`src/rtl/stack_pkg.sv`:
```
// stack_pkg
// Shared definitions for the operand stack: default geometry and the
// internal command encoding produced by the stack_unit priority decoder.
package stack_pkg;

  localparam int unsigned STACK_WIDTH_DEF = 8;
  localparam int unsigned STACK_DEPTH_DEF = 16;

  // Resolved per-cycle command after priority and empty/full guards.
  typedef enum logic [2:0] {
    CMD_NONE = 3'd0,
    CMD_PUSH = 3'd1,
    CMD_POP  = 3'd2,
    CMD_TOP  = 3'd3,
    CMD_REPL = 3'd4
  } cmd_e;

endpackage

```
`src/rtl/stack_ram.sv`:
```
// stack_ram
// DEPTH x WIDTH storage for the operand stack. One synchronous write port,
// one asynchronous read port. Contents are not reset.
// Ports:
//   clk     - write clock
//   we_i    - write enable
//   waddr_i - write address
//   wdata_i - write data
//   raddr_i - read address (combinational read)
//   rdata_o - read data
module stack_ram
  import stack_pkg::*;
#(
  parameter int unsigned WIDTH = STACK_WIDTH_DEF,
  parameter int unsigned DEPTH = STACK_DEPTH_DEF,
  parameter int unsigned PTR_W = $clog2(DEPTH)
) (
  input  logic             clk,
  input  logic             we_i,
  input  logic [PTR_W-1:0] waddr_i,
  input  logic [WIDTH-1:0] wdata_i,
  input  logic [PTR_W-1:0] raddr_i,
  output logic [WIDTH-1:0] rdata_o
);

  logic [WIDTH-1:0] mem [DEPTH];

  always_ff @(posedge clk) begin
    if (we_i) begin
      mem[waddr_i] <= wdata_i;
    end
  end

  assign rdata_o = mem[raddr_i];

endmodule

```
`src/rtl/stack_unit.sv`:
```
// stack_unit
// Hardware operand stack for the multicycle stack-machine datapath.
// Ports:
//   clk     - clock, rising edge
//   rst     - asynchronous active-low reset
//   push    - push din
//   pop     - pop top entry; value on dout next cycle
//   top     - copy top entry to dout without removing it
//   din     - data to push
//   clr_err - synchronous clear of ovf/unf (an error event in the same cycle wins)
//   dout    - registered top-of-stack read result
//   count   - number of entries, 0..DEPTH
//   empty   - count == 0
//   full    - count == DEPTH
//   ovf     - sticky: push attempted while full
//   unf     - sticky: pop or top attempted while empty
module stack_unit
  import stack_pkg::*;
#(
  parameter int unsigned WIDTH = STACK_WIDTH_DEF,
  parameter int unsigned DEPTH = STACK_DEPTH_DEF,
  parameter int unsigned PTR_W = $clog2(DEPTH)
) (
  input  logic             clk,
  input  logic             rst,
  input  logic             push,
  input  logic             pop,
  input  logic             top,
  input  logic [WIDTH-1:0] din,
  input  logic             clr_err,
  output logic [WIDTH-1:0] dout,
  output logic [PTR_W:0]   count,
  output logic             empty,
  output logic             full,
  output logic             ovf,
  output logic             unf
);

  localparam logic [PTR_W:0] SP_ONE  = (PTR_W+1)'(1);
  localparam logic [PTR_W:0] SP_FULL = (PTR_W+1)'(DEPTH);

  logic [PTR_W:0]   sp_q, sp_d;
  logic [WIDTH-1:0] dout_q, dout_d;
  logic             ovf_q, ovf_d;
  logic             unf_q, unf_d;

  logic [PTR_W:0]   sp_m1;
  logic             is_empty, is_full;
  cmd_e             cmd;
  logic             ovf_ev, unf_ev;

  logic             ram_we;
  logic [PTR_W-1:0] ram_waddr;
  logic [WIDTH-1:0] ram_rdata;

  assign sp_m1    = sp_q - SP_ONE;
  assign is_empty = (sp_q == '0);
  assign is_full  = (sp_q == SP_FULL);

  // Priority decoder: push&pop > pop > push > top, with empty/full guards
  // turning illegal requests into error events instead of state changes.
  always_comb begin
    cmd    = CMD_NONE;
    ovf_ev = 1'b0;
    unf_ev = 1'b0;
    if (push && pop) begin
      if (!is_empty) begin
        cmd = CMD_REPL;
      end else begin
        // Empty stack can never be full (DEPTH >= 2), so the push proceeds.
        cmd    = CMD_PUSH;
        unf_ev = 1'b1;
      end
    end else if (pop) begin
      if (!is_empty) begin
        cmd = CMD_POP;
      end else begin
        unf_ev = 1'b1;
      end
    end else if (push) begin
      if (!is_full) begin
        cmd = CMD_PUSH;
      end else begin
        ovf_ev = 1'b1;
      end
    end else if (top) begin
      if (!is_empty) begin
        cmd = CMD_TOP;
      end else begin
        unf_ev = 1'b1;
      end
    end
  end

  always_comb begin
    sp_d      = sp_q;
    dout_d    = dout_q;
    ram_we    = 1'b0;
    ram_waddr = sp_q[PTR_W-1:0];
    unique case (cmd)
      CMD_PUSH: begin
        ram_we = 1'b1;
        sp_d   = sp_q + SP_ONE;
      end
      CMD_POP: begin
        dout_d = ram_rdata;
        sp_d   = sp_m1;
      end
      CMD_TOP: begin
        dout_d = ram_rdata;
      end
      CMD_REPL: begin
        // Old top is captured from the async read while the new word
        // overwrites the same slot at this edge.
        dout_d    = ram_rdata;
        ram_we    = 1'b1;
        ram_waddr = sp_m1[PTR_W-1:0];
      end
      default: begin
      end
    endcase
  end

  always_comb begin
    ovf_d = ovf_ev | (ovf_q & ~clr_err);
    unf_d = unf_ev | (unf_q & ~clr_err);
  end

  always_ff @(posedge clk or negedge rst) begin
    if (!rst) begin
      sp_q   <= '0;
      dout_q <= '0;
      ovf_q  <= 1'b0;
      unf_q  <= 1'b0;
    end else begin
      sp_q   <= sp_d;
      dout_q <= dout_d;
      ovf_q  <= ovf_d;
      unf_q  <= unf_d;
    end
  end

  stack_ram #(
    .WIDTH (WIDTH),
    .DEPTH (DEPTH),
    .PTR_W (PTR_W)
  ) u_ram (
    .clk     (clk),
    .we_i    (ram_we),
    .waddr_i (ram_waddr),
    .wdata_i (din),
    .raddr_i (sp_m1[PTR_W-1:0]),
    .rdata_o (ram_rdata)
  );

  assign dout  = dout_q;
  assign count = sp_q;
  assign empty = is_empty;
  assign full  = is_full;
  assign ovf   = ovf_q;
  assign unf   = unf_q;

endmodule

```
`config.mk`:
```
export PLATFORM = sky130hd
export DESIGN_NAME = stack_unit
export DESIGN_NICKNAME = d
export VERILOG_FILES = /design/src/rtl/stack_pkg.sv /design/src/rtl/stack_ram.sv /design/src/rtl/stack_unit.sv
export SDC_FILE = /design/constraint.sdc
export NUM_CORES = 1
export LEC_CHECK = 0
export ABC_AREA = 1
export CELL_PAD_IN_SITES_DETAIL_PLACEMENT = 1
export CELL_PAD_IN_SITES_GLOBAL_PLACEMENT = 1
export CORE_MARGIN = 2
export CORE_UTILIZATION = 40
export CTS_BUF_LIST = sky130_fd_sc_hd__clkbuf_4
export DETAILED_ROUTE_END_ITERATION = 8
export GPL_TIMING_DRIVEN = 0
export PLACE_DENSITY = 0.79
export RECOVER_POWER = 25
export REMOVE_ABC_BUFFERS = 1
export SLEW_MARGIN = 10
export SYNTH_ARGS = -nofsm -noshare
export SYNTH_HDL_FRONTEND = slang
export SYNTH_SLANG_ARGS = --single-unit
export TNS_END_PERCENT = 20
```
`constraint.sdc`:
```
create_clock -name clk -period 2.35 [get_ports clk]
set_input_delay 0.47 -clock clk [delete_from_list [all_inputs] [get_ports clk]]
set_output_delay 0.47 -clock clk [all_outputs]
set_load 0.02 [all_outputs]
```
==> impl_metrics.tcl <==
set metrics [dict create \
    drc 0 \
    yosysUniqueCellTypes 30 \
    grt_max_degree 36 \
    gr-total-overflow 0 \
    grt_pass1_wl_um 27800 \
    placementRows 45 \
    cts_hold_buf 0 \
    clockBufferDepth 2 \
    end_kind "register" \
    rsz0062_at_grt "yes" \
    cp_data_required_time_ps 2630 \
    wl_per_cell_um 23.5 \
    p_per_area_nw_per_um2 1480 \
    slew-limit-headroom_pct 49.4 \
    power_frac_seq_pct 29.8 \
    synth_top_family_by_area "simple AND/OR/NAND/NOR gates" \
    place_area_um2 6610 \
    grtUsageTotal_pct 23.5 \
    syn_avg_cell_area_um2 11.4 \
    clk_pin_slew_worst_paths_ps 130 \
    synth_xor_area_share_pct 1.60 \
    finalHoldViolations 0 \
    antenna_cells 0 \
    drtPass1Iterations 5 \
    switching_power_mw 5.08 \
    synthMuxAreaShare_pct 0 \
    clk_latency_ps 570 \
    root_buffer "clkbuf_4" \
    slowest_stage "dfrtp_4" \
    critPathArrivalTime_ps 2630 \
    viasPerCell 5.67 \
    antenna_found_initial 0 \
    synthesis.area_um2 6180 \
    cts_tree "yes" \
    combPwrFrac_pct 53.0 \
    crit_chain "buf_4 -> nor2_1 -> nand2_1 -> xor2_4 -> o21ai_2 -> nand2_2 -> nor2_4 -> buf_12" \
    die_y_um 128 \
    dp_hpwl_um 9410 \
    hold_class "primary input to asynchronous set/reset pin" \
    cts.sinks 143 \
    worst-r2r-cell-count 8 \
    critPathTopFamily "simple AND/OR/NAND/NOR gates" \
    die_area_um2 16500 \
    rrSetupSlack_ps 6 \
    synthAdderAreaFrac_pct 0.607 \
    synth_cells 541 \
    setup_viol 0 \
    finClkSkew_ps 27.6 \
    ios 31 \
    grt_pass1_vias 4699 \
    yosysWarnings 0 \
    ys_ff_latch 143 \
    max_stage_delay_ps 570 \
    die_w_um 128 \
    period_share_pct 99.8 \
    drt_iter0_drc 453 \
    fillers 1568 \
    vias 4523 \
    cts_buffers 17 \
    period_needed_ps 2340 \
    drive_gt1_share_pct 19.5 \
    finalNetCount 614 \
    synthSimpleGateAreaFrac_pct 18.1 \
    finalNonFillerCells 798 \
    ant_nets 0 \
    path_class "register to register" \
    status "finished, final reports clean" \
    r2r-start "count[0]$_DFFE_PN0P_" \
    portBuffers 30 \
    cp_max_fo 8 \
    clock_power_share_pct 17.2 \
    slew_viol_final 0 \
    met2_usage_pct 40.5 \
    drt-total-wl_um 18700 \
    grt_use_met3_pct 6.36 \
    synth_compound_area_share_pct 7.83 \
    tightestPinTransition_ps 756 \
    path_buf_inv 2 \
    cts.htree.levels 4 \
    core_area_um2 15100 \
    busiest_layer "met2" \
    p_leak_nw 2.71 \
    start_util_pct 40.8 \
    p_sw_share_pct 45.3 \
    drv_cap 0 \
    crit_path_start_kind "register" \
    fin_area_um2 7600 \
    gp_congestion 0.755 \
    peakVddDrop_mv 0.681 \
    whs_ps 371 \
    seq_area_frac_synth_pct 68.2 \
    max_freq_ghz 0.427 \
    tns_ps 0 \
    internal_power_mw 6.14 \
    r2r_end "u_ram.mem[5][2]$_DFFE_PP_" \
    syn2layout_area_growth_pct 23.0 \
    use_met1_pct 28.0 \
    dp.cells 735 \
]
-- metrics by stage --
step / setup slack (ps) / utilization, % / power (mW)
after global placement: -4860 / 43.4 / 7.66
after global routing: -38.6 / 50.2 / 11.8
after detailed placement: -2270 / 43.6 / 7.98
after floorplan: -2520 / - / 6.24
final: 5.73 / 50.2 / 11.2
after CTS: -36.2 / 49.9 / 10.8
-- sequential cells by signal, summed over array words and instances (netlist names) --
signal,flops
u_ram.mem,128
dout,8
count,5
ovf,1
unf,1
-- cell usage after synthesis (all sizes together) --
library cell	n	area share, %
ha	3	0.61
o22ai	1	0.10
buf	20	2.0
edfxtp	128	62
xor2	6	1.2
clkbuf	5	0.30
o21ai	69	5.6
nand2	73	5.2
nor2	136	8.8
xnor2	1	0.45
o31a	1	0.14
o211ai	16	1.9
dfrtp	15	6.1
nand4	1	0.10
inv	20	1.3
nand3	46	4.1
-- worst max path at each step --
stage,startpoint,end,slack (ps),cells past startpoint
2_1_floorplan,count[0]$_DFFE_PN0P_,u_ram.mem[9][0]$_DFFE_PP_,-2520,8
3_3_place_gp,count[0]$_DFFE_PN0P_,u_ram.mem[9][1]$_DFFE_PP_,-4860,8
3_5_place_dp,count[0]$_DFFE_PN0P_,u_ram.mem[1][6]$_DFFE_PP_,-2270,9
4_1_cts,count[0]$_DFFE_PN0P_,u_ram.mem[3][5]$_DFFE_PP_,-40,8
5_1_grt,count[0]$_DFFE_PN0P_,u_ram.mem[5][6]$_DFFE_PP_,-40,8
6_report,count[0]$_DFFE_PN0P_,u_ram.mem[5][2]$_DFFE_PP_,6,8
-- power groups by stage --
stage / Sequential (mW) / Clock [mW] / Combinational (mW)
after global routing: 3.38 / 2.04 / 6.38
after CTS: 3.34 / 1.93 / 5.56
final: 3.35 / 1.93 / 5.95
after global placement: 3.54 / 0 / 4.12
after detailed placement: 3.57 / 0 / 4.40
after floorplan: 3.58 / 0 / 2.66
-- kinds of logic after synthesis --
family / Yosys count
AO/OA/AOI/OAI: 87
XOR/XNOR: 7
adder cells (fa/ha/maj): 3
buffers and inverters: 45
flip-flops: 143
AND/OR/NAND/NOR: 256
-- cells in the final DEF (no fill, tap or decap), drive strengths merged --
cell and instances:
edfxtp 128, ha 3, dfrtp 15, nand4 1, xnor2 1, o21ai 69, clkinvlp 1, o22ai 1
bufinv 5, dlygate4sd2 1, nand2 73, nor2 136, nand3 46, o211ai 16, inv 25, dlygate4sd3 4
buf 31, xor2 6, clkinv 5, clkbuf 19, o31a 1, clkdlybuf4s50 23
-- metal layers --
metal / routed length [µm] / vias to the layer above
met5: 0 / -
met4: 601 / 0
met3: 1370 / 39
met2: 9400 / 204
met1: 7360 / 2282
li1: - / 1998
-- what timing repair did --
item / 4_1_cts / 5_1_grt
pin swaps: 17 / 6
resized for setup: 53 / 12
buffers inserted: 28 / 0
gates cloned: 2 / 1
endpoints found under the setup margin: 147 / 139
-- layout make-up --
cell class / count / area, µm² / area share [%]
Clock inverter: 14 / 213 / 2.80
Timing Repair Buffer: 60 / 754 / 9.92
Multi-Input combinational cell: 353 / 1920 / 25.3
Inverter: 20 / 98.8 / 1.30
Clock buffer: 18 / 135 / 1.78
Sequential cell: 143 / 4230 / 55.6
Tap cell: 188 / 235 / 3.09
Timing Repair inverter: 2 / 17.5 / 0.230
Power figures use the tool's default switching activity.
